**src/rtl/cpu_pkg.sv**
```systemverilog
`default_nettype none
// +------------------------------------------------------------------+
// | cpu_pkg : micro-state codes, opcode/mode values, ir field bits    |
// | Rev 1.0 : initial release                                        |
// +------------------------------------------------------------------+
package cpu_pkg;

  localparam int CPU_STATE_W = 5;
  localparam int CPU_IR_W    = 16;

  typedef enum logic [CPU_STATE_W-1:0] {
    ABDM1 = 5'd0,  ABDM2 = 5'd1,  ABDM3 = 5'd2,  ABDM4 = 5'd3,
    ADRM1 = 5'd4,  BRZZ1 = 5'd5,  BRZZ2 = 5'd6,  BRZZ3 = 5'd7,
    LDRM1 = 5'd8,  LDRM2 = 5'd9,  STRM1 = 5'd10, TEST1 = 5'd11,
    OPRM1 = 5'd12, OPRM2 = 5'd13, LDRR1 = 5'd14, STRR1 = 5'd15,
    POPR1 = 5'd16, POPR2 = 5'd17, PUSH1 = 5'd18, PUSH2 = 5'd19,
    OPRR1 = 5'd20, OPRR2 = 5'd21, DECD1 = 5'd22
  } state_e;

  localparam logic [3:0] OP_NOP  = 4'h0;
  localparam logic [3:0] OP_LDR  = 4'h1;
  localparam logic [3:0] OP_STR  = 4'h2;
  localparam logic [3:0] OP_OPR  = 4'h3;
  localparam logic [3:0] OP_TST  = 4'h4;
  localparam logic [3:0] OP_BRZ  = 4'h5;
  localparam logic [3:0] OP_PUSH = 4'h6;
  localparam logic [3:0] OP_POP  = 4'h7;

  localparam logic [1:0] MODE_REG = 2'b00;
  localparam logic [1:0] MODE_IND = 2'b01;
  localparam logic [1:0] MODE_IDX = 2'b10;
  localparam logic [1:0] MODE_RSV = 2'b11;

  localparam int OP_HI   = 15;
  localparam int OP_LO   = 12;
  localparam int ALU_HI  = 11;
  localparam int ALU_LO  = 9;
  localparam int MODE_HI = 7;
  localparam int MODE_LO = 6;
  localparam int RX_HI   = 5;
  localparam int RX_LO   = 3;
  localparam int RY_HI   = 2;
  localparam int RY_LO   = 0;

  // States that wait on the memory handshake when stalling is built in.
  function automatic logic is_mem_state(input state_e s);
    return s inside {ABDM1, ADRM1, BRZZ1, BRZZ3, LDRM1, STRM1, TEST1,
                     OPRM2, LDRR1, STRR1, POPR1, PUSH2, OPRR2};
  endfunction

endpackage
`default_nettype wire

```
**src/rtl/seq_decode.sv**
```systemverilog
`default_nettype none
// +------------------------------------------------------------------+
// | seq_decode : opcode/mode/zflag to first micro-state plus illegal  |
// | Rev 1.0 : initial release                                        |
// +------------------------------------------------------------------+
module seq_decode
  import cpu_pkg::*;
(
  input  logic [3:0] op_i,
  input  logic [1:0] mode_i,
  input  logic       zflag_i,
  output state_e     first_o,
  output logic       illegal_o
);

  always_comb begin
    first_o   = BRZZ3;
    illegal_o = 1'b0;
    if (op_i[3] || mode_i == MODE_RSV) begin
      illegal_o = 1'b1;
    end else begin
      case (op_i)
        OP_NOP: first_o = BRZZ3;
        OP_LDR: begin
          if (mode_i == MODE_REG)      first_o = LDRR1;
          else if (mode_i == MODE_IND) first_o = ADRM1;
          else                         illegal_o = 1'b1;
        end
        OP_STR: begin
          if (mode_i == MODE_REG)      first_o = STRR1;
          else if (mode_i == MODE_IND) first_o = ADRM1;
          else                         first_o = ABDM1;
        end
        OP_OPR: begin
          if (mode_i == MODE_REG)      first_o = OPRR1;
          else if (mode_i == MODE_IND) first_o = ADRM1;
          else                         illegal_o = 1'b1;
        end
        OP_TST: begin
          if (mode_i == MODE_IND)      first_o = ADRM1;
          else                         illegal_o = 1'b1;
        end
        OP_BRZ:  first_o = zflag_i ? BRZZ1 : BRZZ3;
        OP_PUSH: first_o = PUSH1;
        OP_POP:  first_o = POPR1;
        default: illegal_o = 1'b1;
      endcase
    end
  end

endmodule
`default_nettype wire

```
**src/rtl/ctrl_sequencer.sv**
```systemverilog
`default_nettype none
// +------------------------------------------------------------------+
// | ctrl_sequencer : micro-state sequencer for the datapath FSM       |
// | Optional: SEQ_MEM_STALL_EN adds mem_ready stalling of mem states. |
// | Rev 1.0 : initial release                                        |
// +------------------------------------------------------------------+
module ctrl_sequencer
  import cpu_pkg::*;
#(
  parameter int STATE_W = 5,
  parameter int IR_W    = 16
) (
  input  logic               clock,
  input  logic               reset,
  input  logic [IR_W-1:0]    irf,
  input  logic               zflag,
`ifdef SEQ_MEM_STALL_EN
  input  logic               mem_ready,
`endif
  output logic [STATE_W-1:0] state,
  output logic [2:0]         rx,
  output logic [2:0]         ry,
  output logic [2:0]         alu_fn,
  output logic               decode,
  output logic               illegal
);

  state_e            state_q, state_d;
  logic [IR_W-1:0]   ir_q, ir_d;
  logic              illegal_q, illegal_d;
  state_e            dec_first;
  logic              dec_illegal;
  logic              stall;
  logic              unused_ir_bits;

  seq_decode u_decode (
    .op_i      (irf[OP_HI:OP_LO]),
    .mode_i    (irf[MODE_HI:MODE_LO]),
    .zflag_i   (zflag),
    .first_o   (dec_first),
    .illegal_o (dec_illegal)
  );

`ifdef SEQ_MEM_STALL_EN
  assign stall = is_mem_state(state_q) && !mem_ready;
`else
  assign stall = 1'b0;
`endif

  always_comb begin
    state_d   = state_q;
    ir_d      = ir_q;
    illegal_d = 1'b0;
    if (!stall) begin
      case (state_q)
        DECD1: begin
          ir_d      = irf;
          state_d   = dec_first;
          illegal_d = dec_illegal;
        end
        ABDM1: state_d = ABDM2;
        ABDM2: state_d = ABDM3;
        ABDM3: state_d = ABDM4;
        ABDM4: state_d = STRM1;
        // The latched copy picks the chain; irf has already moved on.
        ADRM1: begin
          case (ir_q[OP_HI:OP_LO])
            OP_LDR:  state_d = LDRM1;
            OP_STR:  state_d = STRM1;
            OP_OPR:  state_d = OPRM1;
            OP_TST:  state_d = TEST1;
            default: state_d = BRZZ3;
          endcase
        end
        LDRM1: state_d = LDRM2;
        STRM1: state_d = BRZZ3;
        OPRM1: state_d = OPRM2;
        OPRM2: state_d = BRZZ3;
        OPRR1: state_d = OPRR2;
        BRZZ1: state_d = BRZZ2;
        POPR1: state_d = POPR2;
        POPR2: state_d = BRZZ3;
        PUSH1: state_d = PUSH2;
        PUSH2: state_d = BRZZ3;
        LDRR1, STRR1, LDRM2, OPRR2, TEST1, BRZZ2, BRZZ3: state_d = DECD1;
        default: state_d = BRZZ3;
      endcase
    end
  end

  always_ff @(posedge clock or posedge reset) begin
    if (reset) begin
      state_q   <= BRZZ3;
      ir_q      <= '0;
      illegal_q <= 1'b0;
    end else begin
      state_q   <= state_d;
      ir_q      <= ir_d;
      illegal_q <= illegal_d;
    end
  end

  assign state          = state_q;
  assign rx             = ir_q[RX_HI:RX_LO];
  assign ry             = ir_q[RY_HI:RY_LO];
  assign alu_fn         = ir_q[ALU_HI:ALU_LO];
  assign decode         = (state_q == DECD1);
  assign illegal        = illegal_q;
  assign unused_ir_bits = ^ir_q[8:6];

endmodule
`default_nettype wire

```
**config.mk**
```make
export PLATFORM = sky130hd
export DESIGN_NAME = ctrl_sequencer
export DESIGN_NICKNAME = d
export VERILOG_FILES = /design/src/rtl/cpu_pkg.sv /design/src/rtl/seq_decode.sv /design/src/rtl/ctrl_sequencer.sv
export SDC_FILE = /design/constraint.sdc
export NUM_CORES = 1
export LEC_CHECK = 0
export BUFFER_PORTS_ARGS = -buffer_cell sky130_fd_sc_hd__buf_2
export CELL_PAD_IN_SITES_DETAIL_PLACEMENT = 2
export CELL_PAD_IN_SITES_GLOBAL_PLACEMENT = 2
export CORE_MARGIN = 5
export CORE_UTILIZATION = 29
export CTS_CLUSTER_SIZE = 30
export DETAILED_ROUTE_END_ITERATION = 7
export PLACE_DENSITY_LB_ADDON = 0.1
export REMOVE_ABC_BUFFERS = 1
export SLEW_MARGIN = 20
export SYNTH_ARGS = -nofsm -noshare
export SYNTH_HDL_FRONTEND = slang
export SYNTH_SLANG_ARGS = --single-unit
```
**constraint.sdc**
```tcl
create_clock -name clock -period 4.5 [get_ports clock]
set_clock_uncertainty 0.2 [all_clocks]
set_input_delay 0.225 -clock clock [delete_from_list [all_inputs] [get_ports clock]]
set_output_delay 0.225 -clock clock [all_outputs]
set_load 0.05 [all_outputs]
```
### After elaboration in Yosys (flattened, before gate mapping)

Index checks and enable logic that the tools add are counted.

| cells by class | value |
|---|---|
| eq/ne operators | 31 |
| mux-type cells | 15 |
| reductions and logical operators | 7 |

Operators with widths:

| cell | count |
|---|---|
| 5-bit one-hot mux with 13 select lines | 1 |
| 5-bit one-hot mux with 7 select lines | 1 |
| 5-bit by 4-bit equality test with 1-bit output (second input constant) | 6 |
| 5-bit equality test (second input constant) | 5 |
| 4-bit by 3-bit equality test with 1-bit output (second input constant) | 5 |
| 5-bit by 3-bit equality test with 1-bit output (second input constant) | 4 |
| 5-bit two-way mux | 4 |
| 4-bit by 2-bit equality test with 1-bit output (second input constant) | 4 |
| 4-bit one-hot mux with 4 select lines | 1 |
| 5-bit by 2-bit equality test with 1-bit output (second input constant) | 2 |
| 4-bit by 1-bit equality test with 1-bit output (second input constant) | 2 |
| 7-bit OR reduction | 1 |
| 5-bit by 1-bit equality test with 1-bit output (second input constant) | 1 |
| 5-bit zero test | 1 |
| 5-bit OR reduction | 1 |
| 4-bit zero test | 1 |
| 1-bit two-way mux | 4 |
| 2-bit two-way mux | 2 |
| 3-bit two-way mux | 1 |
| 1-bit one-hot mux with 3 select lines | 1 |
| 2-bit by 1-bit equality test with 1-bit output (second input constant) | 1 |
| 2-bit equality test (second input constant) | 1 |
| 2-bit zero test | 1 |
| 2-bit OR reduction | 1 |
| 1-bit logical OR | 1 |

| storage, ports and cells | value |
|---|---|
| flip-flop bits (word level) | 22 |
| output and inout bits | 16 |
| logic and storage cells | 56 |

### Longest topological paths before layout

Gate-level depths: netlist of run 1.

| depth | value |
|---|---|
| depth in word-level cells | 6 |
| depth in mapped cells | 6 |

### Cells and area by module

From an unflattened synthesis of run 1, not the netlist that was laid out.

| second synthesis, totals | value |
|---|---|
| cell total of the unflattened synthesis | 152 |
| area total of the unflattened synthesis | 1258.7 µm² |

Modules (own cells, without submodules):

| module | times used | cells an instance | area each (µm²) | sequential area each (µm²) |
|---|---|---|---|---|
| ctrl_sequencer | 1 | 117 | 1042.2 | 479.2 |
| seq_decode | 1 | 35 | 216.5 | 0.0 |

### Worst setup path after synthesis of run 1

OpenSTA, ideal clock, no wires.

| timing | value |
|---|---|
| path type | flip-flop to flip-flop |
| from | register state_q[1] (netlist: state[1]) |
| to | register ir_q[0] |
| arrival | 1875 ps |
| required time | 4175 ps |
| setup slack | 2300 ps |
| cell stages (with the launch flop) | 6 |
| buffers on the path | 2 |
| period minus slack after synthesis | 2200 ps |
| cell sequence | dfstp_2 > buf_2 > nand2_1 > nor3_4 > buf_8 > mux2_4 |

| on the way | value |
|---|---|
| cells in the longest elaborated chain, start to end | 1 |

RTL lines:

| element | RTL line | RTL |
|---|---|---|
| start: declaration | ctrl_sequencer.sv:28 | `state_e state_q, state_d;` |
| start signal: assignment | ctrl_sequencer.sv:97 | `state_q <= state_d;` |
| 5-bit equality test | - |  |
| net decode | ctrl_sequencer.sv:24 | `output logic decode,` |
| end signal: assignment | ctrl_sequencer.sv:98 | `ir_q <= ir_d;` |
| end: declaration | ctrl_sequencer.sv:29 | `logic [IR_W-1:0] ir_q, ir_d;` |

The timed path passes the listed nets, and every way through them passes these cells.
A chain may end at the register's enable or synchronous reset.

### Worst setup path after layout of run 1

| timing | value |
|---|---|
| from | register state_q[2] (netlist: state[2]) |
| to | output port decode |

| on the way | value |
|---|---|
| cells in the longest elaborated chain, start to end | 1 |

RTL lines:

| element | RTL line | RTL |
|---|---|---|
| 5-bit equality test | ctrl_sequencer.sv:107 | `assign decode = (state_q == DECD1);` |
| end: declaration | ctrl_sequencer.sv:24 |  |

Every way passes these cells.

==> Flow_metrics.wiki, run 1 <==
{| class="wikitable"
! Metric !! Value
|-
| Avg Cell Area, Syn || 9.74 um^2
|-
| Final total negative setup slack || 0 ns
|-
| Post-CTS setup-driven buffer insertion count || 0
|-
| Clock tree root driver cell || sky130_fd_sc_hd__clkbuf_8
|-
| Vertical die dimension || 76.8 um
|-
| Critical path class || reg2out
|-
| Via count of the first global-routing pass || 1154
|-
| Number of CTS-inserted buffers || 3
|-
| WP data arrival || 2.11 ns
|-
| Peak supply drop || 196 uV
|-
| Synthesized flop and latch total || 19
|-
| Sequential fraction of the synthesis area || 0.370
|-
| Number of buffers added to fix hold violations after cts || 8
|-
| Fin crit share || 0.563
|-
| Crit. End Element || output port
|-
| Weighted congestion at the end of routability-driven global placement || 0.770
|-
| Launching element type of the critical path || register
|-
| Half-perimeter wire length after detailed placement || 2530 um
|-
| TritonCTS clock tree || yes
|-
| Layout cell share with drive strength beyond 1 || 0.356
|-
| Largest net degree at the start of global routing || 20
|-
| Std cell rows || 24
|-
| First DRT Iteration DRCs || 28
|-
| Clock edge transition at the registers on the reported setup and hold paths || 0.08 ns
|-
| Via-per-instance ratio || 5.01
|-
| Overall routed net length || 3460 um
|-
| Detailed Routing Iterations Pass 1 || 4
|-
| Total global routing track utilization || 0.124
|-
| Power per cell area || 757 nW/um^2
|-
| Port bufs || 33
|-
| Count of antenna-violating nets left after detailed routing || 0
|-
| Minimum clock period after layout || 2.53 ns
|-
| Number of warnings reported in the yosys synthesis log || 0
|-
| Static Leak || 0.661 nW
|-
| Area growth from synthesis to layout || 17.8%
|-
| Per-cell routed wire length || 16.3 um
|-
| Mapped Cells || 133
|-
| Clk buf depth || 2
|-
| Measured slew at the worst slew-check pin || 0.841 ns
|-
| Antenna diode instance count || 0
|-
| Core Area || 4350 um^2
|-
| Number of failing setup endpoints in the final timing report || 0
|-
| Antenna violations before repair || 0
|-
| Width of the die || 76.8 um
|-
| Vias after detailed routing || 1062
|-
| Async S/R FF share, synth || 1.00
|-
| Relative slew slack || 0.438
|-
| Initial cell density of the core || 0.297
|-
| Residual DRC || 0
|-
| Number of nets in the layout || 180
|-
| Post-Place Cell Area || 1390 um^2
|-
| Unrepaired setup endpoints after global routing || false
|-
| Grt ovf || 0
|-
| Number of flops mapped to enable cells by yosys || 0
|-
| Data required time at the worst endpoint || 4.07 ns
|-
| Sink Count || 19
|-
| Wire length of the first global-routing pass || 5950 um
|-
| H-tree depth || 1
|-
| Highest attainable clock frequency || 395 MHz
|-
| Count of boundary I/O pins || 35
|-
| Final hold vios || 0
|-
| Clock network latency to the later pin of the worst-skew pair || 0.26 ns
|-
| Post-synth cell types || 41
|-
| Max-capacitance violation count || 0
|-
| Post-Layout Inst Area || 1530 um^2
|-
| Cell area after synthesis || 1290 um^2
|-
| Crit Path Max Fanout || 18
|-
| Final number of max-transition violations || 0
|-
| Worst min-delay path category || in2reg
|-
| Die Footprint || 5900 um^2
|-
| Most instantiated flip-flop cell in the synthesis netlist || sky130_fd_sc_hd__dfrtp_1
|-
| Number of cells upsized or downsized after cts || 0
|-
| Outcome || completed
|}
synthesized netlist by cell type, drive strengths merged (2+ instances only):
master / instances / area (um^2)
a21oi: 11 / 55.1
and3b: 2 / 17.5
buf: 18 / 133
dfrtp: 16 / 400
dfstp: 3 / 78.8
inv: 3 / 11.3
mux2: 13 / 165
nand2: 5 / 26.3
nand2b: 7 / 43.8
nand3: 3 / 15.0
nor2: 9 / 33.8
nor2b: 6 / 37.5
nor3: 4 / 31.3
nor3b: 2 / 15.0
o211ai: 3 / 22.5
o21ai: 7 / 35.0
o31a: 2 / 17.5
xor2: 3 / 26.3
power breakdown:
group	leakage [nW]	switching, W	internal (W)
Combinational	0.413	0.000417	0.000233
Clock	0.0255	0.0000623	0.0000617
Sequential	0.223	0.000114	0.000266
final cells by class:
class | count | area [um^2]
clock buffer | 3 | 41.3
clock inverter | 1 | 5.00
fill | 489 | 2830
inverter | 3 | 11.3
multi-input combinational | 92 | 668
sequential | 19 | 479
tap | 52 | 65.1
timing repair buffer | 42 | 255
cell usage in the layout, fill, tap and decap left out, types with 4 or more instances in the layout:
cell type | netlist | final
sky130_fd_sc_hd__nand2_1 | 4 | 4
sky130_fd_sc_hd__o21ai_0 | 6 | 6
sky130_fd_sc_hd__nor2_1 | 9 | 9
sky130_fd_sc_hd__dlygate4sd3_1 | 0 | 9
sky130_fd_sc_hd__nand2b_1 | 7 | 7
sky130_fd_sc_hd__nor2b_1 | 6 | 6
sky130_fd_sc_hd__buf_2 | 7 | 33
sky130_fd_sc_hd__dfrtp_1 | 16 | 16
sky130_fd_sc_hd__mux2_2 | 8 | 8
sky130_fd_sc_hd__mux2_4 | 5 | 5
sky130_fd_sc_hd__a21oi_1 | 11 | 11
per-stage QoR:
step           total power, W  hold slack, ns  instances   util  setup WS [ns]
3_5_place_dp          0.00105           0.209        199  0.319           2.16
3_3_place_gp          0.00102           0.181        199  0.319           2.19
4_1_cts               0.00118         0.00343        211  0.348           1.89
2_1_floorplan        0.000869         -0.0261        114      -           1.95
6_report              0.00115         0.00777        212  0.350           1.97
5_1_grt               0.00124         0.00236        212  0.350           1.77
routing by layer:
layer / global-route usage / vias to the layer above / part of all wire / wire (um)
li1: - / 516 / - / -
met1: 0.162 / 516 / 0.45 / 1550
met2: 0.203 / 26 / 0.50 / 1730
met3: 0.0164 / 4 / 0.039 / 134
met4: 0.0577 / 0 / 0.013 / 45
met5: 0 / - / 0 / 0
worst max-delay path, cell delays in order, from the launching register on:
cell                      delay [ns]
sky130_fd_sc_hd__dfstp_2        0.65
sky130_fd_sc_hd__nand2_4        0.10
sky130_fd_sc_hd__nor3_4         0.70
sky130_fd_sc_hd__buf_2          0.40
cell families (layout without fill, tap and decap cells):
kind of cell	Yosys count	after routing	share of synthesized area
xor+xnor	4	4	0.0271
flops	19	19	0.370
mux	14	14	0.135
simple gates	43	43	0.200
buf+inv	22	49	0.114
compound gates	31	31	0.154
state kept, by name, summed over array words and instances, names as in the netlist:
signal   count
illegal      1
ir_q        13
state        5
path summary, 6_finish.rpt:
check / startpoint / end / slack [ns] / depth (start not counted)
worst max register to register: state[2]$_DFF_PP1_ / ir_q[4]$_DFFE_PP0P_ / 2.31 / 3
worst max-delay path: state[2]$_DFF_PP1_ / decode / 1.97 / 3
worst min-delay path: irf[11] / ir_q[11]$_DFFE_PP0P_ / 0.008 / 2
worst min register to register: ir_q[1]$_DFFE_PP0P_ / ir_q[1]$_DFFE_PP0P_ / 0.31 / 1
min in group asynchronous: reset / illegal$_DFF_PP0_ / 0.46 / 3
max in group asynchronous: reset / state[4]$_DFF_PP0_ / 3.16 / 3
Note: power is estimated with default switching activity, not from simulation.
==> inputs of run 2 (changes only) <==
- CORE_UTILIZATION: 29 -> 28
- clock period: 4.5 -> 2.3 ns (I/O delays scaled with it)
==> run 2 against run 1 <==
Count of clock-buffer cells in the layout is the same. Flip-flop and latch count unchanged. Worst setup slack lost 1.8 ns. Register-to-register slack got worse by 1.9 ns. Core utilization is 0.26 points higher. First-iteration DRC count is 54% higher.
==> Flow_metrics.wiki, run 2 (same netlist as run 1, synthesis figures left out) <==
{| class="wikitable"
! Metric !! Value
|-
| Outcome || completed
|-
| Residual DRC || 0 (unchanged)
|-
| Area growth from synthesis to layout || 20.3%
|-
| Bufs and invs on worst path || 2 (+1)
|-
| Sink Count || 19 (unchanged)
|-
| End of the worst hold path || ir_q[15]$_DFFE_PP0P_
|-
| Most used cells in the layout excluding fill and tap cells || 33 x sky130_fd_sc_hd__buf_2, 16 x sky130_fd_sc_hd__dfrtp_1, 11 x sky130_fd_sc_hd__a21oi_1
|-
| H-tree depth || 1 (unchanged)
|-
| Core Area || 4410 um^2 (+1.4%)
|-
| Port bufs || 33 (unchanged)
|-
| Total global routing track utilization || 0.126 (+0.00201)
|-
| WP data arrival || 1.79 ns (-0.32 ns)
|-
| Critical path class || reg2out
|-
| Leading cell type in the layout, fill and taps excluded || sky130_fd_sc_hd__buf_2
|-
| Minimum clock period after layout || 2.11 ns
|-
| Std cell rows || 24 (unchanged)
|-
| Number of flip-flops in the largest register || 13 (unchanged)
|-
| Antenna diode instance count || 0 (unchanged)
|-
| Worst R2R Start || state[2]$_DFF_PP1_
|-
| Hold path start || irf[15]
|-
| Weighted congestion at the end of routability-driven global placement || 0.780 (+1.2%)
|-
| Sequential standard cell area || 479 um^2 (unchanged)
|-
| Relative slew slack || 0.495 (+0.0578)
|-
| Number of cells upsized or downsized after cts || 0 (unchanged)
|-
| Clock network latency to the later pin of the worst-skew pair || 0.26 ns (about the same)
|-
| Launching element type of the critical path || register
|-
| Clock tree root driver cell || sky130_fd_sc_hd__clkbuf_8
|-
| Count of boundary I/O pins || 35 (unchanged)
|-
| Filler Cell Count || 494 (+1.0%)
|-
| Final total negative setup slack || 0 ns (unchanged)
|-
| Vertical die dimension || 78.0 um (+1.5%)
|-
| Overall Power || 0.00230 W (+100%)
|-
| Final hold vios || 0 (unchanged)
|-
| Peak per-stage delay on the critical path || 0.66 ns (-0.04 ns)
|-
| Vias after detailed routing || 1087 (+2.4%)
|-
| Width of the die || 78.0 um (+1.5%)
|-
| Worst reg2reg path depth || 4 (+1)
|-
| Max-capacitance violation count || 0 (unchanged)
|-
| Measured slew at the worst slew-check pin || 0.756 ns (-0.0848 ns)
|-
| Wire length of the first global-routing pass || 6110 um (+2.8%)
|-
| Overall routed net length || 3630 um (+4.9%)
|-
| Initial cell density of the core || 0.293 (-0.00405)
|-
| Cell breakdown of the critical path || nand2_4 > nor3_4 > buf_4 > buf_2
|-
| Number of CTS-inserted buffers || 3 (unchanged)
|-
| Slowest stage cell, crit path || sky130_fd_sc_hd__dfstp_2
|-
| Power per cell area || 1480 nW/um^2 (+95%)
|-
| Clk buf depth || 2 (unchanged)
|-
| First DRT Iteration DRCs || 43 (+54%)
|-
| Number of failing setup endpoints in the final timing report || 0 (unchanged)
|-
| Largest net degree at the start of global routing || 20 (unchanged)
|-
| Hold Path Cell Cnt || 2 (unchanged)
|-
| Area of combinational cells with multiple inputs || 668 um^2 (unchanged)
|-
| Highest attainable clock frequency || 475 MHz
|-
| Peak supply drop || 388 uV (+98%)
|-
| Reg with most FFs || ir_q
|-
| Detailed Routing Iterations Pass 1 || 4 (unchanged)
|-
| Antenna violations before repair || 0 (unchanged)
|-
| Layout cell share with drive strength beyond 1 || 0.366 (+0.00960)
|-
| Per-cell routed wire length || 16.8 um (+3.0%)
|-
| Fin crit share || 0.916
|-
| Via count of the first global-routing pass || 1217 (+5.5%)
|-
| Crit Path Max Fanout || 18 (unchanged)
|-
| Static Leak || 0.680 nW (+2.8%)
|-
| Reg-to-reg setup timing slack || 0.39 ns (-1.92 ns)
|-
| Cell type group with the largest total delay on the critical path || flip-flops
|-
| Worst min-delay path category || in2reg
|-
| Via-per-instance ratio || 5.03 (+0.46%)
|-
| Terminus of the critical flop-to-flop path || ir_q[3]$_DFFE_PP0P_
|-
| Data required time at the worst endpoint || 1.99 ns (-2.08 ns)
|-
| Clock edge transition at the registers on the reported setup and hold paths || 0.08 ns (about the same)
|-
| TritonCTS clock tree || yes
|-
| Unrepaired setup endpoints after global routing || false
|-
| Number of nets in the layout || 184 (+2.2%)
|-
| Die Footprint || 6080 um^2 (+3.1%)
|-
| Count of antenna-violating nets left after detailed routing || 0 (unchanged)
|-
| Worst-case hold slack || 0.0164 ns (+0.00866 ns)
|-
| Final number of max-transition violations || 0 (unchanged)
|-
| Half-perimeter wire length after detailed placement || 2560 um (+1.1%)
|-
| Grt ovf || 0 (unchanged)
|-
| Crit. End Element || output port
|}
run 2: changes by cell type in the layout (fill, tap and decap cells not counted), sizes merged:
cell and delta:
buf +3, dlygate4sd3 +1
run 2: through the flow:
stage | std cells | util | area, um^2 | setup slack, ns
finish | 216 | 0.353 | 1560 | 0.193
global route | 216 | 0.353 | 1560 | 0.0730
CTS | 216 | 0.353 | 1560 | 0.163
detailed placement | 202 | 0.320 | 1410 | 0.390
global placement | 202 | 0.320 | 1410 | 0.420
floorplan | 114 | - | 1160 | -0.246
run 2: final cells by class:
type	instances	area share
clock buffer	3	0.0265
clock inverter	1	0.00321
inverter	3	0.00723
multi-input combinational	92	0.429
sequential	19	0.308
tap	52	0.0418
timing repair buffer	46	0.185
run 2: where the power goes:
part           internal (W)  switching [W]
logic              0.000480       0.000868
clock network      0.000121       0.000126
registers          0.000520       0.000188
run 2: worst reg2reg max path, delay by kind of cell, from the launching register on:
kind,cells,cell delay [ns]
and+or+nand+nor,2,0.26
muxes,1,0.39
DFF,1,0.66
buffers and inverters,1,0.29
run 2: how the worst max path moves through the flow:
stage	end	cells after the start	slack (ns)	startpoint
floorplan	ir_q[10]$_DFFE_PP0P_	3	-0.25	state[4]$_DFF_PP0_
global placement	ir_q[4]$_DFFE_PP0P_	4	0.42	state[2]$_DFF_PP1_
detailed placement	ir_q[3]$_DFFE_PP0P_	4	0.39	state[2]$_DFF_PP1_
CTS	decode	4	0.16	state[2]$_DFF_PP1_
global route	decode	4	0.07	state[2]$_DFF_PP1_
finish	decode	4	0.19	state[2]$_DFF_PP1_
run 2: layer usage:
| layer | vias up | track usage | share of wire |
|---|---|---|---|
| met5 | - | 0 | 0 |
| met4 | 0 | 0.0608 | 0.013 |
| met3 | 5 | 0.0150 | 0.034 |
| met2 | 26 | 0.224 | 0.52 |
| met1 | 532 | 0.150 | 0.43 |
| li1 | 524 | - | - |
run 2: timing repair:
action	CTS	global route
hold buffers	10	0
setup buffers	0	0
endpoints found under the hold margin	25	0
setup endpoints to repair	0	0
